$ cat src/rtl/waveshaper_softclip.sv
// Soft-clip waveshaper control stage: launches |x|*(128+K)/(|x|+K) on an external
// sequential divider, then emits the saturated, sign-restored result.
module waveshaper_softclip #(
   parameter int KNEE    = 64,
   parameter int DIV_W   = 22,
   parameter int TIMEOUT = 64
) (
   input  logic             clk,
   input  logic             rst,
   input  logic             in_valid,
   input  logic [7:0]       in_sample,
   output logic             in_ready,
   output logic             div_start,
   output logic [DIV_W-1:0] div_dividend,
   output logic [DIV_W-1:0] div_divisor,
   input  logic             div_done,
   input  logic [7:0]       div_quo,
   output logic             out_valid,
   output logic [7:0]       out_sample,
   output logic             timeout_err
);

   localparam int CNT_W = (TIMEOUT > 1) ? $clog2(TIMEOUT) : 1;
   localparam logic [CNT_W-1:0] CNT_LAST   = CNT_W'(TIMEOUT - 1);
   localparam logic [DIV_W-1:0] DIVIDEND_K = DIV_W'(128 + KNEE);
   localparam logic [DIV_W-1:0] DIVISOR_K  = DIV_W'(KNEE);

   typedef enum logic [1:0] {
      S_IDLE,
      S_LAUNCH,
      S_WAIT,
      S_EMIT
   } state_t;

   state_t           state_q, state_d;
   logic             sign_q, sign_d;
   logic [DIV_W-1:0] dividend_q, dividend_d;
   logic [DIV_W-1:0] divisor_q, divisor_d;
   logic [CNT_W-1:0] cnt_q, cnt_d;
   logic [7:0]       res_q, res_d;
   logic             out_valid_q, out_valid_d;
   logic [7:0]       out_sample_q, out_sample_d;
   logic             timeout_err_q, timeout_err_d;

   logic [8:0]       in_mag;
   logic [6:0]       qsat;
   logic [7:0]       shaped;

   // -128 maps to a magnitude of 128, hence the 9-bit width.
   always_comb begin
      in_mag = in_sample[7] ? (9'd256 - {1'b0, in_sample}) : {1'b0, in_sample};
      qsat   = res_q[7] ? 7'd127 : res_q[6:0];
      shaped = sign_q ? (8'd0 - {1'b0, qsat}) : {1'b0, qsat};
   end

   always_comb begin
      state_d       = state_q;
      sign_d        = sign_q;
      dividend_d    = dividend_q;
      divisor_d     = divisor_q;
      cnt_d         = cnt_q;
      res_d         = res_q;
      out_valid_d   = 1'b0;
      out_sample_d  = out_sample_q;
      timeout_err_d = timeout_err_q;

      case (state_q)
         S_IDLE: begin
            if (in_valid) begin
               sign_d = in_sample[7];
               if (in_mag == 9'd0) begin
                  res_d   = 8'd0;
                  state_d = S_EMIT;
               end else begin
                  dividend_d = DIV_W'(in_mag) * DIVIDEND_K;
                  divisor_d  = DIV_W'(in_mag) + DIVISOR_K;
                  state_d    = S_LAUNCH;
               end
            end
         end
         S_LAUNCH: begin
            cnt_d   = '0;
            state_d = S_WAIT;
         end
         // A done arriving on the final count still wins over the timeout.
         S_WAIT: begin
            if (div_done) begin
               res_d   = div_quo;
               state_d = S_EMIT;
            end else if (cnt_q == CNT_LAST) begin
               timeout_err_d = 1'b1;
               res_d         = 8'd127;
               state_d       = S_EMIT;
            end else begin
               cnt_d = cnt_q + CNT_W'(1);
            end
         end
         S_EMIT: begin
            out_valid_d  = 1'b1;
            out_sample_d = shaped;
            state_d      = S_IDLE;
         end
         default: state_d = S_IDLE;
      endcase
   end

   always_ff @(posedge clk) begin
      if (rst) begin
         state_q       <= S_IDLE;
         sign_q        <= 1'b0;
         dividend_q    <= '0;
         divisor_q     <= '0;
         cnt_q         <= '0;
         res_q         <= 8'd0;
         out_valid_q   <= 1'b0;
         out_sample_q  <= 8'd0;
         timeout_err_q <= 1'b0;
      end else begin
         state_q       <= state_d;
         sign_q        <= sign_d;
         dividend_q    <= dividend_d;
         divisor_q     <= divisor_d;
         cnt_q         <= cnt_d;
         res_q         <= res_d;
         out_valid_q   <= out_valid_d;
         out_sample_q  <= out_sample_d;
         timeout_err_q <= timeout_err_d;
      end
   end

   assign in_ready     = (state_q == S_IDLE);
   assign div_start    = (state_q == S_LAUNCH);
   assign div_dividend = dividend_q;
   assign div_divisor  = divisor_q;
   assign out_valid    = out_valid_q;
   assign out_sample   = out_sample_q;
   assign timeout_err  = timeout_err_q;

endmodule

$ cat config.mk
export PLATFORM = sky130hd
export DESIGN_NAME = waveshaper_softclip
export DESIGN_NICKNAME = d
export VERILOG_FILES = /design/src/rtl/waveshaper_softclip.sv
export SDC_FILE = /design/constraint.sdc
export NUM_CORES = 1
export LEC_CHECK = 0
export BUFFER_PORTS_ARGS = -buffer_cell sky130_fd_sc_hd__clkbuf_2
export CAP_MARGIN = 20
export CORE_ASPECT_RATIO = 0.5
export CORE_MARGIN = 5
export CORE_UTILIZATION = 50
export CTS_CLUSTER_DIAMETER = 200
export DETAILED_ROUTE_END_ITERATION = 6
export HOLD_SLACK_MARGIN = 0.03
export PLACE_DENSITY = 0.79
export SLEW_MARGIN = 20
export SYNTH_ARGS = -nofsm -noshare
export SYNTH_HDL_FRONTEND = slang
export SYNTH_SLANG_ARGS = --single-unit
$ cat constraint.sdc
create_clock -name clk -period 3.4 [get_ports clk]
set_input_delay 0 -clock clk [delete_from_list [all_inputs] [get_ports clk]]
set_output_delay 0 -clock clk [all_outputs]
set_load 0.005 [all_outputs]
After elaboration in Yosys (flattened, before gate mapping)
Index checks and enable logic that the tools add are counted.
Storage, ports and cells
  register bits after elaboration: 60
  latch bits: 0
  memory bits (writable): 0
  bits in read-only memories: 0
  input port bits: 20
  output and inout port bits: 56
  memories kept: 0
Cells by class
  add/sub/neg operators: 4
  $mul: 1
  div/mod/pow operators: 0
  magnitude comparators: 0
  equality and inequality tests: 9
  shift operators: 0
  mux-type cells: 17
  bitwise gates (word level): 2
  reduce and logical (&&, ||, !) cells: 10
Operator list (count)
  $mux 8: 5
  $pmux 8 s2: 1
  $mux 6: 2
  $pmux 6 s2: 1
  $mul 9x2->11 const B: 1
  $add 9x7->10 const B: 1
  $logic_not 9->1: 1
  $mux 9: 1
  $reduce_and 3->1: 3
  $sub 9x8->9 const A: 1
  $mux 2: 4
  $pmux 2 s4: 1
  $sub 1x7->8 const A: 1
  $mux 7: 1
  $add 6x1->6 const B: 1
  $eq 6x6->1 const B: 1
  $ne 2x2->1 const B: 3
  $eq 2x2->1 const B: 2
  $reduce_and 2->1: 2
  $reduce_and 4->1: 1
  $reduce_bool 2->1: 2
  $ne 3x3->1 const B: 1
  $eq 2x1->1 const B: 1
  $logic_not 2->1: 1
  3 further kinds: 4

Logic depth before layout (Yosys ltp)
  depth after elaboration: 6
  depth in mapped cells: 13
  depth with buffers taken out: 13

Worst setup path after synthesis
OpenSTA, ideal clock, no wires.
  path kind: input -> register
  start point: input in_sample[1]
  end point: register dividend_q[15] (netlist: div_dividend[15])
  setup time: 0.113 ns
  arrival: 2.322 ns
  data required time: 3.287 ns
  path slack: 0.965 ns
  stages on the path: 12
  buffers on the path: 0
  cells stage by stage: inv_1 -> ha_1 -> or3b_4 -> a211oi_4 -> inv_1 -> ha_1 -> a21oi_1 -> o21ai_0 -> o21a_1 -> a21oi_1 -> o311a_1 -> nor2_1
On the way
  cells in the longest elaborated chain, start to end: 5
  elaborated cells on any way between the ends: 6
Ends and longest elaborated chain
  start: declaration: line 11  | input logic [7:0] in_sample,
  $sub 9x8->9: line 51  | in_mag = in_sample[7] ? (9'd256 - {1'b0, in_sample}) : {1'b0, in_sample};
  $mux 9 (*): line 51
  parallel branches: the longest is 3 deep, another holds $mul 9x2->11
  end signal: assignment: line 121  | dividend_q <= dividend_d;
  end: declaration: line 37  | logic [DIV_W-1:0] dividend_q, dividend_d;
Every way passes the cells marked *.
A chain may end at the register's enable or synchronous reset.

Worst setup path after layout
  start point: input in_sample[0]
  end point: register dividend_q[15] (netlist: div_dividend[15])
The elaborated chain is that of the path after synthesis.

==> results summary <==
The setup path with the least slack is of type in -> reg. The most common cell after layout, fill and taps aside is sky130_fd_sc_hd__clkbuf_2. The share of total power in combinational logic came out at 36.6%.

The number of global-route vias before repair was 2263. The final number of setup-violating endpoints is 0. The leakage power summed over all cells came out at 1.42 nW. The count of buffers inserted at the top-level ports is 52.

The headroom to the max-slew limit came out at 40.8%. The worst endpoint required time is 3580 ps. The effective utilization at floorplan came out at 52.4%. The die outline width is 118 um. The initial antenna violation count was 0. The floorplan row count came out at 19.

The via count normalized by instance count came out at 5.17. The area of the mapped netlist is 0.00293 mm2. In this run, synthesis inferred 0 flip-flops with an integrated enable.

The netlist uses 58 different library cells. The share of synthesized flip-flops with an asynchronous set or reset came out at 0%. The synthesized area per cell came out at 8.20 um2. The fraction of power spent switching nets came out at 36.1%.

TritonCTS built the clock tree. The final core utilization came out at 60.0%. The slew at the pin with the worst max-slew slack is 888 ps. The number of storage elements in the synthesis netlist came out at 47. The area of the multi-input gates is 0.00172 mm2. The max-capacitance violation count came out at 0.

From synthesis to final layout, the design area changed by 14.5%. The worst setup path is launched from an input pin. The mean routed wirelength per cell came out at 12.9 um. The final count of pins violating max slew is 0. VDD sags by at most 0.272 mV. The routed design has 6270 um of wire.

The number of detailed-routing iterations run before antenna repair came out at 4. After technology mapping, the gate count stands at 357. The run finished with clean final reports. After clock tree synthesis, the setup repair step added 0 buffers.

The die covers 0.00758 mm2. The internal power is 0.00118 W. The maximum number of pins on one net before global-route repair is 42. The first-iteration detailed-routing DRC count is 122. The area inside the core boundary came out at 0.00559 mm2. The highest cell delay on the worst timing path is 530 ps. Pin placement for this block handled 76 I/O pins. Global routing used 16.3% of the available tracks. The slowest stage of the critical path is the sky130_fd_sc_hd__dlygate4sd3_1 cell. Traced cell by cell, the critical path runs through dlygate4sd3_1 -> clkbuf_2 -> inv_1 -> ha_1 -> or3b_4 -> a211oi_4 -> inv_1 -> ha_1 -> a21oi_2 -> o21ai_0 -> o21a_1 -> a21oi_1 -> o311a_1 -> nor2_1.

The congestion estimate from routability-driven global placement came to 0.854. The yosys synthesis warning count is 0. The detailed router placed 2516 vias in this run. Counting every sink on the clock net gives 47. The maximum count of clock buffers along a single path came out at 2. Summing all flip-flop and latch instances after layout gives 941 um2. The maximum clock rate came out at 331 MHz. At the end of the flow, the number of nets in the layout was 451. The switching power summed over all nets is 0.000666 W.

The largest fanout on the critical path came out at 6. The y dimension of the die came out at 64.1 um. The share of the cycle needed by the critical path after routing is 88.8%. Clock tree synthesis inserted a total of 5 buffers.

At the later pin of the worst-skew pair, clock insertion delay measures 280 ps. The number of hold violations in the final report was 0. The antenna diode count came out at 0.

The worst hold path startpoint is in_valid. The post-route clock skew came out at 5.17 ps. The count of antenna-violating nets left after detailed routing came out at 0.

The tightest min-delay check is of the in -> reg type. For this design the ratio of total power to cell area is 551 mW/mm2. Leaving out fill and tap cells, the most frequent cells in the layout are 52 x sky130_fd_sc_hd__clkbuf_2, 47 x sky130_fd_sc_hd__dfxtp_1, 42 x sky130_fd_sc_hd__nor2_1. The critical path startpoint is in_sample[0].

The most frequently used flop master after synthesis is sky130_fd_sc_hd__dfxtp_1. The H-tree generated during clock tree synthesis spans 2 levels. The first global-routing pass estimated 10500 um of wire. STA classifies the critical path endpoint as a flop. The startpoint identified for the worst register-to-register timing path is cnt_q[0]$_SDFFE_PP0P_. The sum of net half-perimeters after detailed placement is 4650 um. The total negative slack for setup checks came out at 0 ps. Sequential cells were found to cover 32.1% of the synthesized design area.

The sequential fraction of design power is 37.9%. CTS placed an instance of sky130_fd_sc_hd__clkbuf_16 at the clock tree root. The fraction of power consumed by the clock network is 25.5%.

The number of design rule violations left after detail routing came out at 0. After global routing the overflow that remains totals 0. The ratio of cells with drive above 1 in the final layout is 19.6%. Setup repair after global routing left no endpoint under its margin.

The count of fill cells added during filler insertion is 500. Data arrives at the worst endpoint at 3200 ps. The clock input transition at the sequential cells of the worst setup and hold paths is 60 ps. The time the final worst path needs with I/O delays and setup is 3020 ps.
==> logic make-up after synthesis <==
group	Yosys count	share of synthesized area [%]
AO/OA/AOI/OAI	87	20.8
XOR/XNOR	17	5.85
adder cells (fa/ha/maj)	18	7.95
buffers and inverters	65	12.4
flip-flops	47	32.1
multiplexers	5	1.71
other	1	0.128
AND/OR/NAND/NOR	117	19.1
==> power groups by stage <==
| stage | Combinational [W] | Clock, W | Sequential, W |
|---|---|---|---|
| CTS | 0.000679 | 0.000478 | 0.000702 |
| finish | 0.000676 | 0.000470 | 0.000701 |
| global placement | 0.000653 | 0 | 0.000712 |
| floorplan | 0.000527 | 0 | 0.000703 |
| global route | 0.000763 | 0.000505 | 0.000714 |
| detailed placement | 0.000666 | 0 | 0.000711 |
==> registers in the layout, summed over array words and instances (netlist names) <==
signal        count
div_divisor       9
out_valid         1
state_q           2
out_sample        8
cnt_q             6
sign_q            1
timeout_err       1
res_q             8
div_dividend     11
==> synthesized netlist by cell type, drive strengths merged, types with 3 or more instances <==
cell type  count  area share [%]
ha            17             7.3
o21ai         20             3.7
o32ai          9             2.7
clkbuf         7             1.0
xor2           7             2.6
nor3           8             1.4
nand4          3            0.64
a21oi         26             4.6
a211oi        10             3.8
nor2b          5             1.1
xnor2         10             3.2
nor2          42             5.4
inv           27             3.5
a31oi          5             1.1
nand2         33             4.2
nand3         11             1.9
buf           31             7.9
mux2i          5             1.7
dfxtp         47              32
==> per-layer routing <==
metal  wire, um  global-route usage (%)  up-vias
met2       2860                    27.0       62
met5          0                       0        -
met1       3020                    22.2     1149
met3        335                    3.08        5
met4         47                    3.86        0
li1           -                       -     1300
==> path summary, 6_finish.rpt <==
check	endpoint	slack (ps)	cells after the start
setup / recovery	div_dividend[15]$_SDFFE_PP0P_	380	14
hold / removal	sign_q$_SDFFE_PP0P_	50	3
setup reg to reg	cnt_q[5]$_SDFFE_PP0P_	1660	8
hold reg to reg	div_dividend[10]$_SDFFE_PP0P_	460	2
==> timing repair <==
action                                  in CTS  in global routing
endpoints found under the setup margin       0                  1
gates resized for setup                      0                  1
hold buffers                                10                  0
hold endpoints to repair                     9                  0
==> critical path, delay by kind of cell <==
kind                     cells  cell delay, ps
AND/OR/NAND/NOR              2             480
buffers and inverters        4             910
adder cells (fa/ha/maj)      2             530
AO/OA/AOI/OAI                6            1270
==> stage by stage <==
stage | std cells | cell area, um2 | total power, W | hold WS (ps) | worst slack, ps
after global placement | 469 | 3110 | 0.00136 | 232 | 690
after detailed placement | 469 | 3110 | 0.00138 | 247 | 556
final | 487 | 3350 | 0.00185 | 53.9 | 380
after global routing | 487 | 3350 | 0.00198 | 79.8 | 155
after floorplan | 382 | 3020 | 0.00123 | 136 | 965
after CTS | 487 | 3350 | 0.00186 | 54.3 | 297
==> final cells by class <==
cell class	count	area share, %
sequential	47	28.0
multi-input combinational	270	51.4
inverter	27	3.02
tap	73	2.72
clock inverter	1	0.149
clock buffer	7	3.95
timing repair buffer	62	10.7
Power figures use the tool's default switching activity.
